==> src/rtl/filtros_pkg.sv <==
// Shared types and defaults for the port-B memory arbiter.
package filtros_pkg;

  typedef enum logic [1:0] {
    REQ_NONE,
    REQ_DISP,
    REQ_LD,
    REQ_DBG
  } req_id_t;

  localparam int DEF_MAX_WAIT = 15;
  localparam int DEF_RD_LAT   = 1;
  localparam int STAT_W       = 16;

endpackage

==> src/rtl/mem_port_arbiter_if.sv <==
// Requester and memory port-B bundle for mem_port_arbiter.
// slave = the arbiter, master = requesters plus memory side.
interface mem_port_arbiter_if #(
  parameter int ADDR_W = 32,
  parameter int DATA_W = 8
);

  logic              disp_req;
  logic [ADDR_W-1:0] disp_addr;
  logic              disp_gnt;
  logic              disp_rvalid;
  logic [DATA_W-1:0] disp_rdata;

  logic              ld_req;
  logic [ADDR_W-1:0] ld_addr;
  logic [DATA_W-1:0] ld_wdata;
  logic              ld_gnt;

  logic              dbg_req;
  logic [ADDR_W-1:0] dbg_addr;
  logic              dbg_gnt;
  logic              dbg_rvalid;
  logic [DATA_W-1:0] dbg_rdata;

  logic [ADDR_W-1:0] mem_address;
  logic [DATA_W-1:0] mem_data;
  logic              mem_wren;
  logic [DATA_W-1:0] mem_q;

  modport slave (
    input  disp_req, disp_addr, ld_req, ld_addr, ld_wdata, dbg_req, dbg_addr, mem_q,
    output disp_gnt, disp_rvalid, disp_rdata, ld_gnt, dbg_gnt, dbg_rvalid, dbg_rdata,
           mem_address, mem_data, mem_wren
  );

  modport master (
    output disp_req, disp_addr, ld_req, ld_addr, ld_wdata, dbg_req, dbg_addr, mem_q,
    input  disp_gnt, disp_rvalid, disp_rdata, ld_gnt, dbg_gnt, dbg_rvalid, dbg_rdata,
           mem_address, mem_data, mem_wren
  );

endinterface

==> src/rtl/mem_port_arbiter_read_tag_pipe.sv <==
// RD_LAT-deep shift register carrying the owner of each issued read
// so returning q_b data can be steered to the right requester.
module arb_read_tag_pipe
  import filtros_pkg::*;
#(
  parameter int RD_LAT = DEF_RD_LAT
) (
  input  logic    clk,
  input  logic    rst,
  input  req_id_t i_tag,
  output req_id_t o_tag
);

  req_id_t r_tag [RD_LAT];

  always_ff @(posedge clk or negedge rst) begin
    if (!rst) begin
      for (int i = 0; i < RD_LAT; i++) r_tag[i] <= REQ_NONE;
    end else begin
      r_tag[0] <= i_tag;
      for (int i = 1; i < RD_LAT; i++) r_tag[i] <= r_tag[i-1];
    end
  end

  assign o_tag = r_tag[RD_LAT-1];

endmodule

==> src/rtl/mem_port_arbiter.sv <==
// Port-B arbiter: display fixed priority, loader/debug round-robin with
// starvation override. Optional grant statistics behind `ARB_STATS_EN.
module mem_port_arbiter
  import filtros_pkg::*;
#(
  parameter int ADDR_W   = 32,
  parameter int DATA_W   = 8,
  parameter int RD_LAT   = DEF_RD_LAT,
  parameter int MAX_WAIT = DEF_MAX_WAIT
) (
  input  logic                clk,
  input  logic                rst,
  mem_port_arbiter_if.slave   bus
`ifdef ARB_STATS_EN
  ,
  output logic [STAT_W-1:0]   stat_disp,
  output logic [STAT_W-1:0]   stat_ld,
  output logic [STAT_W-1:0]   stat_dbg,
  output logic [STAT_W-1:0]   stat_starve
`endif
);

  localparam int              WAIT_W   = $clog2(MAX_WAIT + 1);
  localparam logic [WAIT_W-1:0] WAIT_MAX = WAIT_W'(MAX_WAIT);

  function automatic logic [WAIT_W-1:0] wait_next(input logic req, input logic gnt,
                                                  input logic [WAIT_W-1:0] cnt);
    if (!req || gnt) return '0;
    return (cnt == WAIT_MAX) ? cnt : cnt + 1'b1;
  endfunction

  req_id_t             r_rr_ptr;
  logic [WAIT_W-1:0]   r_ld_wait;
  logic [WAIT_W-1:0]   r_dbg_wait;
  logic                r_override_block;
  logic [ADDR_W-1:0]   r_last_addr;
  logic [DATA_W-1:0]   r_last_data;

  req_id_t             w_gnt_id;
  req_id_t             w_rr_pick;
  req_id_t             w_tag_in;
  req_id_t             w_tag_out;
  logic                w_ld_starved;
  logic                w_dbg_starved;
  logic                w_forced;
  logic [ADDR_W-1:0]   w_mem_addr;

  // Grants are gated by rst so requests seen during reset never issue.
  always_comb begin
    w_ld_starved  = bus.ld_req  && (r_ld_wait  == WAIT_MAX) && !r_override_block;
    w_dbg_starved = bus.dbg_req && (r_dbg_wait == WAIT_MAX) && !r_override_block;
    w_rr_pick     = (r_rr_ptr == REQ_DBG) ? REQ_DBG : REQ_LD;
    w_gnt_id      = REQ_NONE;
    w_forced      = 1'b0;
    if (!rst) begin
      w_gnt_id = REQ_NONE;
    end else if (w_ld_starved && w_dbg_starved) begin
      w_gnt_id = w_rr_pick;
      w_forced = 1'b1;
    end else if (w_ld_starved) begin
      w_gnt_id = REQ_LD;
      w_forced = 1'b1;
    end else if (w_dbg_starved) begin
      w_gnt_id = REQ_DBG;
      w_forced = 1'b1;
    end else if (bus.disp_req) begin
      w_gnt_id = REQ_DISP;
    end else if (bus.ld_req && bus.dbg_req) begin
      w_gnt_id = w_rr_pick;
    end else if (bus.ld_req) begin
      w_gnt_id = REQ_LD;
    end else if (bus.dbg_req) begin
      w_gnt_id = REQ_DBG;
    end
  end

  always_comb begin
    w_mem_addr = r_last_addr;
    case (w_gnt_id)
      REQ_DISP: w_mem_addr = bus.disp_addr;
      REQ_LD:   w_mem_addr = bus.ld_addr;
      REQ_DBG:  w_mem_addr = bus.dbg_addr;
      default:  w_mem_addr = r_last_addr;
    endcase
  end

  assign bus.disp_gnt    = (w_gnt_id == REQ_DISP);
  assign bus.ld_gnt      = (w_gnt_id == REQ_LD);
  assign bus.dbg_gnt     = (w_gnt_id == REQ_DBG);
  assign bus.mem_wren    = (w_gnt_id == REQ_LD);
  assign bus.mem_address = w_mem_addr;
  assign bus.mem_data    = (w_gnt_id == REQ_LD) ? bus.ld_wdata : r_last_data;

  assign w_tag_in = (w_gnt_id == REQ_DISP || w_gnt_id == REQ_DBG) ? w_gnt_id : REQ_NONE;

  arb_read_tag_pipe #(.RD_LAT(RD_LAT)) u_tag_pipe (
    .clk   (clk),
    .rst   (rst),
    .i_tag (w_tag_in),
    .o_tag (w_tag_out)
  );

  assign bus.disp_rvalid = (w_tag_out == REQ_DISP);
  assign bus.dbg_rvalid  = (w_tag_out == REQ_DBG);
  assign bus.disp_rdata  = bus.disp_rvalid ? bus.mem_q : '0;
  assign bus.dbg_rdata   = bus.dbg_rvalid  ? bus.mem_q : '0;

  always_ff @(posedge clk or negedge rst) begin
    if (!rst) begin
      r_rr_ptr         <= REQ_LD;
      r_ld_wait        <= '0;
      r_dbg_wait       <= '0;
      r_override_block <= 1'b0;
      r_last_addr      <= '0;
      r_last_data      <= '0;
    end else begin
      r_ld_wait        <= wait_next(bus.ld_req,  w_gnt_id == REQ_LD,  r_ld_wait);
      r_dbg_wait       <= wait_next(bus.dbg_req, w_gnt_id == REQ_DBG, r_dbg_wait);
      r_override_block <= w_forced;
      if (w_gnt_id == REQ_LD)       r_rr_ptr <= REQ_DBG;
      else if (w_gnt_id == REQ_DBG) r_rr_ptr <= REQ_LD;
      if (w_gnt_id != REQ_NONE)     r_last_addr <= w_mem_addr;
      if (w_gnt_id == REQ_LD)       r_last_data <= bus.ld_wdata;
    end
  end

`ifdef ARB_STATS_EN
  function automatic logic [STAT_W-1:0] stat_inc(input logic [STAT_W-1:0] v, input logic hit);
    return (hit && v != '1) ? v + 1'b1 : v;
  endfunction

  always_ff @(posedge clk or negedge rst) begin
    if (!rst) begin
      stat_disp   <= '0;
      stat_ld     <= '0;
      stat_dbg    <= '0;
      stat_starve <= '0;
    end else begin
      stat_disp   <= stat_inc(stat_disp,   w_gnt_id == REQ_DISP);
      stat_ld     <= stat_inc(stat_ld,     w_gnt_id == REQ_LD);
      stat_dbg    <= stat_inc(stat_dbg,    w_gnt_id == REQ_DBG);
      stat_starve <= stat_inc(stat_starve, w_forced);
    end
  end
`endif

endmodule

==> src/flat_wrapper.sv <==
// flat-port wrapper written by rule: the top's interface ports become plain ports
module mem_port_arbiter_flat import filtros_pkg::*;
#(
  parameter int ADDR_W   = 32,
  parameter int DATA_W   = 8,
  parameter int RD_LAT   = DEF_RD_LAT,
  parameter int MAX_WAIT = DEF_MAX_WAIT
)
  (clk, rst, bus_disp_req, bus_disp_addr, bus_ld_req, bus_ld_addr, bus_ld_wdata, bus_dbg_req, bus_dbg_addr, bus_mem_q, bus_disp_gnt, bus_disp_rvalid, bus_disp_rdata, bus_ld_gnt, bus_dbg_gnt, bus_dbg_rvalid, bus_dbg_rdata, bus_mem_address, bus_mem_data, bus_mem_wren);
  mem_port_arbiter_if #(.ADDR_W(ADDR_W), .DATA_W(DATA_W)) bus_i ();
  input  logic clk;
  input  logic rst;
  input wire logic [$bits(bus_i.disp_req)-1:0] bus_disp_req;
  input wire logic [$bits(bus_i.disp_addr)-1:0] bus_disp_addr;
  input wire logic [$bits(bus_i.ld_req)-1:0] bus_ld_req;
  input wire logic [$bits(bus_i.ld_addr)-1:0] bus_ld_addr;
  input wire logic [$bits(bus_i.ld_wdata)-1:0] bus_ld_wdata;
  input wire logic [$bits(bus_i.dbg_req)-1:0] bus_dbg_req;
  input wire logic [$bits(bus_i.dbg_addr)-1:0] bus_dbg_addr;
  input wire logic [$bits(bus_i.mem_q)-1:0] bus_mem_q;
  output wire logic [$bits(bus_i.disp_gnt)-1:0] bus_disp_gnt;
  output wire logic [$bits(bus_i.disp_rvalid)-1:0] bus_disp_rvalid;
  output wire logic [$bits(bus_i.disp_rdata)-1:0] bus_disp_rdata;
  output wire logic [$bits(bus_i.ld_gnt)-1:0] bus_ld_gnt;
  output wire logic [$bits(bus_i.dbg_gnt)-1:0] bus_dbg_gnt;
  output wire logic [$bits(bus_i.dbg_rvalid)-1:0] bus_dbg_rvalid;
  output wire logic [$bits(bus_i.dbg_rdata)-1:0] bus_dbg_rdata;
  output wire logic [$bits(bus_i.mem_address)-1:0] bus_mem_address;
  output wire logic [$bits(bus_i.mem_data)-1:0] bus_mem_data;
  output wire logic [$bits(bus_i.mem_wren)-1:0] bus_mem_wren;
  assign bus_i.disp_req = bus_disp_req;
  assign bus_i.disp_addr = bus_disp_addr;
  assign bus_i.ld_req = bus_ld_req;
  assign bus_i.ld_addr = bus_ld_addr;
  assign bus_i.ld_wdata = bus_ld_wdata;
  assign bus_i.dbg_req = bus_dbg_req;
  assign bus_i.dbg_addr = bus_dbg_addr;
  assign bus_i.mem_q = bus_mem_q;
  assign bus_disp_gnt = bus_i.disp_gnt;
  assign bus_disp_rvalid = bus_i.disp_rvalid;
  assign bus_disp_rdata = bus_i.disp_rdata;
  assign bus_ld_gnt = bus_i.ld_gnt;
  assign bus_dbg_gnt = bus_i.dbg_gnt;
  assign bus_dbg_rvalid = bus_i.dbg_rvalid;
  assign bus_dbg_rdata = bus_i.dbg_rdata;
  assign bus_mem_address = bus_i.mem_address;
  assign bus_mem_data = bus_i.mem_data;
  assign bus_mem_wren = bus_i.mem_wren;
  mem_port_arbiter #(.ADDR_W(ADDR_W), .DATA_W(DATA_W), .RD_LAT(RD_LAT), .MAX_WAIT(MAX_WAIT)) u_core (.clk(clk), .rst(rst), .bus(bus_i));
endmodule
==> config.mk <==
export PLATFORM = sky130hd
export DESIGN_NAME = mem_port_arbiter_flat
export DESIGN_NICKNAME = d
export VERILOG_FILES = /design/src/rtl/filtros_pkg.sv /design/src/rtl/mem_port_arbiter_if.sv /design/src/rtl/mem_port_arbiter_read_tag_pipe.sv /design/src/rtl/mem_port_arbiter.sv /design/src/flat_wrapper.sv
export SDC_FILE = /design/constraint.sdc
export NUM_CORES = 1
export LEC_CHECK = 0
export ABC_AREA = 1
export CAP_MARGIN = 20
export CORE_UTILIZATION = 38
export DETAILED_ROUTE_END_ITERATION = 12
export GPL_TIMING_DRIVEN = 0
export PLACE_DENSITY = 0.76
export SKIP_LAST_GASP = 1
export SLEW_MARGIN = 20
export SYNTH_ARGS = -nofsm -noshare
export SYNTH_HDL_FRONTEND = slang
export SYNTH_SLANG_ARGS = --single-unit
==> constraint.sdc <==
create_clock -name clk -period 2.5 [get_ports clk]
set_clock_uncertainty 0.1 [all_clocks]
set_input_delay 0.5 -clock clk [delete_from_list [all_inputs] [get_ports clk]]
set_output_delay 0.5 -clock clk [all_outputs]
set_load 0.005 [all_outputs]
==> flow_metrics.py <==
metrics = {
    "status": {
        "outcome": "finished, violations left",
        "violations": "negative setup slack",
    },
    "timing": {
        "setup_violations": 45,
        "period_share": 1.15,
        "hold_viol": 0,
        "max_freq_mhz": 349,
        "slew_violations": 0,
        "period_needed_ps": 2860,
        "slew_headroom": 0.689,
        "finalHoldWorstSlack_ps": 42.0,
        "setup_ws_ps": -364,
        "tightest_slew_ps": 466,
        "rsz0062_at_grt": "yes",
    },
    "logic_synthesis": {
        "synth_edf_count": 0,
        "synth_cell_type_count": 26,
        "synth_nets": 510,
        "syn_area_um2": 3090,
        "synth_seq_area_share": 0.421,
        "yosys-top-cells-count": "nand3_1 (90), nand2_1 (75), nand4_1 (64)",
        "yosysTopAreaCellShare": 0.421,
        "yosysWarnings": 0,
        "yosysMostFrequentCell": "nand3_1",
        "netlist_top_cells_area": "dfrtp_1 (42%), nand3_1 (15%), nand4_1 (13%)",
        "ys_ff_latch": 52,
        "yosys.area.top_type": "dfrtp_1",
        "synthArstFlopShare": 1.00,
        "synth_ff_type": "dfrtp_1",
        "syn_avg_cell_area_um2": 7.90,
        "syn-instance-count": 391,
    },
    "global_route": {
        "grt_max_degree": 57,
        "grt_pass1_vias": 4327,
        "grt_usage": 0.322,
        "antenna_found_initial": 0,
        "grt_util_met1": 0.366,
        "grt_pass1_wl_mm": 21.4,
        "met2_usage": 0.586,
        "grt_util_met3": 0.0680,
        "top_usage_layer": "met2",
        "gr-total-overflow": 0,
    },
    "power_and_ir_drop": {
        "finalPower_mw": 2.73,
        "ir_worst_vdd_uv": 323,
        "leakagePower_nw": 3.01,
        "p_per_area_nw_per_um2": 423,
    },
    "clock_network": {
        "cts_tree": "done",
        "root_buffer": "clkbuf_8",
        "clkSlewWorstSetupHoldPaths_ps": 90,
        "cts_sinks": 52,
        "cts-buffers-inserted": 5,
        "h-tree-depth": 2,
        "cts.hold.buffers_added": 0,
        "clock_latency_ps": 310,
        "clockBufferDepth": 2,
    },
    "floorplan": {
        "die_x_um": 92.1,
        "die_h_um": 92.1,
        "io_pins": 179,
        "dieArea_um2": 8490,
        "rows": 32,
        "start_util": 0.396,
        "core_um2": 7810,
    },
    "hold_path": {
        "hold_path.class": "in -> async",
    },
    "critical_path": {
        "critPathArrivalTime_ps": 2260,
        "worstSetupStartpointType": "register",
        "worst_ep_required_time_ps": 1900,
        "crit_chain": "ha_2 > nand2_4 > nor2_4 > nand2_4 > nand2_4 > buf_4 > a21oi_4 > buf_6 > buf_4 > nand3_1 > nand4_1 > buf_2",
        "path_common_cell": "nand2_4",
        "cp_slowest_cell": "dfrtp_1",
        "crit_family": "buffers and inverters",
        "cp_num_buf_inv": 4,
        "cp_slowest_stage_delay_ps": 410,
        "worstSetupPathType": "reg -> out",
        "end_kind": "primary output",
        "crit_fanout": 6,
    },
    "placement": {
        "hpwlAfterDp_mm": 8.11,
        "gp_congestion": 0.762,
        "port_buffers": 178,
    },
    "job": {
        "max_cap_violations": 0,
    },
    "finish": {
        "syn2layout_area_growth_pct": 109,
        "drive_above_1_share": 0.414,
        "n_fill_cell": 475,
        "antenna_cells": 0,
        "fin_util": 0.825,
        "final_nets": 768,
    },
    "detailed_routing": {
        "vias": 4374,
        "wl_mm": 15.6,
        "drc_errors": 0,
        "drt_iter0_markers": 275,
        "drt-vias-per-instance": 5.82,
        "dr.pass1.iters": 5,
        "wire_per_inst_um": 20.7,
        "ant_nets": 0,
    },
}
==> worst paths after layout <==
kind	startpoint	end	slack [ps]	cells past startpoint
worst max-delay path	u_core.r_ld_wait[0]	bus_mem_address[5]	-360	12
worst min-delay path	rst	u_core.r_last_data[5]	40	1
worst max register to register	u_core.r_ld_wait[1]	u_core.r_last_data[5]	-180	19
worst min register to register	u_core.r_last_data[7]	u_core.r_last_data[7]	420	2
max in group asynchronous	rst	u_core.r_last_addr[17]	1920	1
min in group clk	u_core.r_last_data[7]	u_core.r_last_data[7]	420	2
==> per-layer routing <==
metal,wire length (µm),up-vias
met2,8060,299
li1,-,1907
met4,861,0
met1,5350,2086
met3,1300,82
met5,0,-
==> worst reg2reg max path: cells and delay by family (launching register included) <==
family | cells | cell delay, ps
and+or+nand+nor | 8 | 710
DFF | 1 | 380
buffers and inverters | 10 | 1150
adders and majority gates | 1 | 230
==> report_power, final <==
group | total (mW) | internal, mW | switching [mW]
clock network | 0.525 | 0.247 | 0.278
logic | 1.16 | 0.636 | 0.528
registers | 1.04 | 0.963 | 0.0749
==> layout make-up <==
class | instances | area (µm²) | area share
inverters | 22 | 90.1 | 0.0140
flip-flops and latches | 52 | 1300 | 0.202
well taps | 102 | 128 | 0.0198
plain buffers | 25 | 362 | 0.0561
clock buffers | 7 | 96.3 | 0.0150
multi-input cells | 293 | 2120 | 0.330
repair buffers | 250 | 2340 | 0.363
==> kinds of logic after synthesis <==
| logic type | Yosys count | synth area share |
|---|---|---|
| AO/OA/AOI/OAI | 12 | 0.0215 |
| XOR/XNOR | 2 | 0.00567 |
| adder cells (fa/ha/maj) | 2 | 0.00810 |
| buffers and inverters | 47 | 0.0802 |
| flip-flops | 52 | 0.421 |
| AND/OR/NAND/NOR | 276 | 0.463 |
==> stage by stage <==
step | setup slack (ps) | setup TNS, ps | area, µm² | std cells
floorplan | 332 | 0 | 3090 | 391
global placement | -2700 | -242690 | 5000 | 671
detailed placement | -912 | -34770 | 4990 | 671
CTS | -317 | -9960 | 5930 | 738
global route | -432 | -15110 | 6440 | 751
finish | -364 | -12010 | 6440 | 751
==> registers in the layout, summed over array words and instances (netlist names) <==
signal and flops:
u_core.r_last_data 8, u_core.u_tag_pipe.o_tag 2, u_core.r_dbg_wait 4, u_core.r_last_addr 32
u_core.r_ld_wait 4, u_core.r_override_block 1, u_core.r_rr_ptr 1
==> cells in the final DEF (no fill, tap or decap), types with 2 or more instances in the layout <==
cell,count
nand3_4,12
ha_2,2
nand4_1,64
buf_4,44
clkbuf_16,2
nand3_2,34
dfrtp_1,52
buf_2,29
nand2_4,31
clkbuf_8,8
nand2_2,29
or2_2,2
a21oi_1,7
buf_12,9
clkdlybuf4s50_1,131
buf_6,34
inv_2,2
nand2_1,21
nor2_4,3
buf_8,13
dlygate4sd2_1,2
nand3_1,55
nor2_1,22
inv_1,18
clkbuf_2,9
o21ai_0,3
==> what timing repair did <==
item / CTS / global route
pin swaps: 32 / 34
endpoints found under the setup margin: 44 / 45
gates cloned: 11 / 2
setup buffers: 49 / 19
resized for setup: 273 / 140
endpoints found under the hold margin: 0 / 0
(Power assumes the default switching activity.)
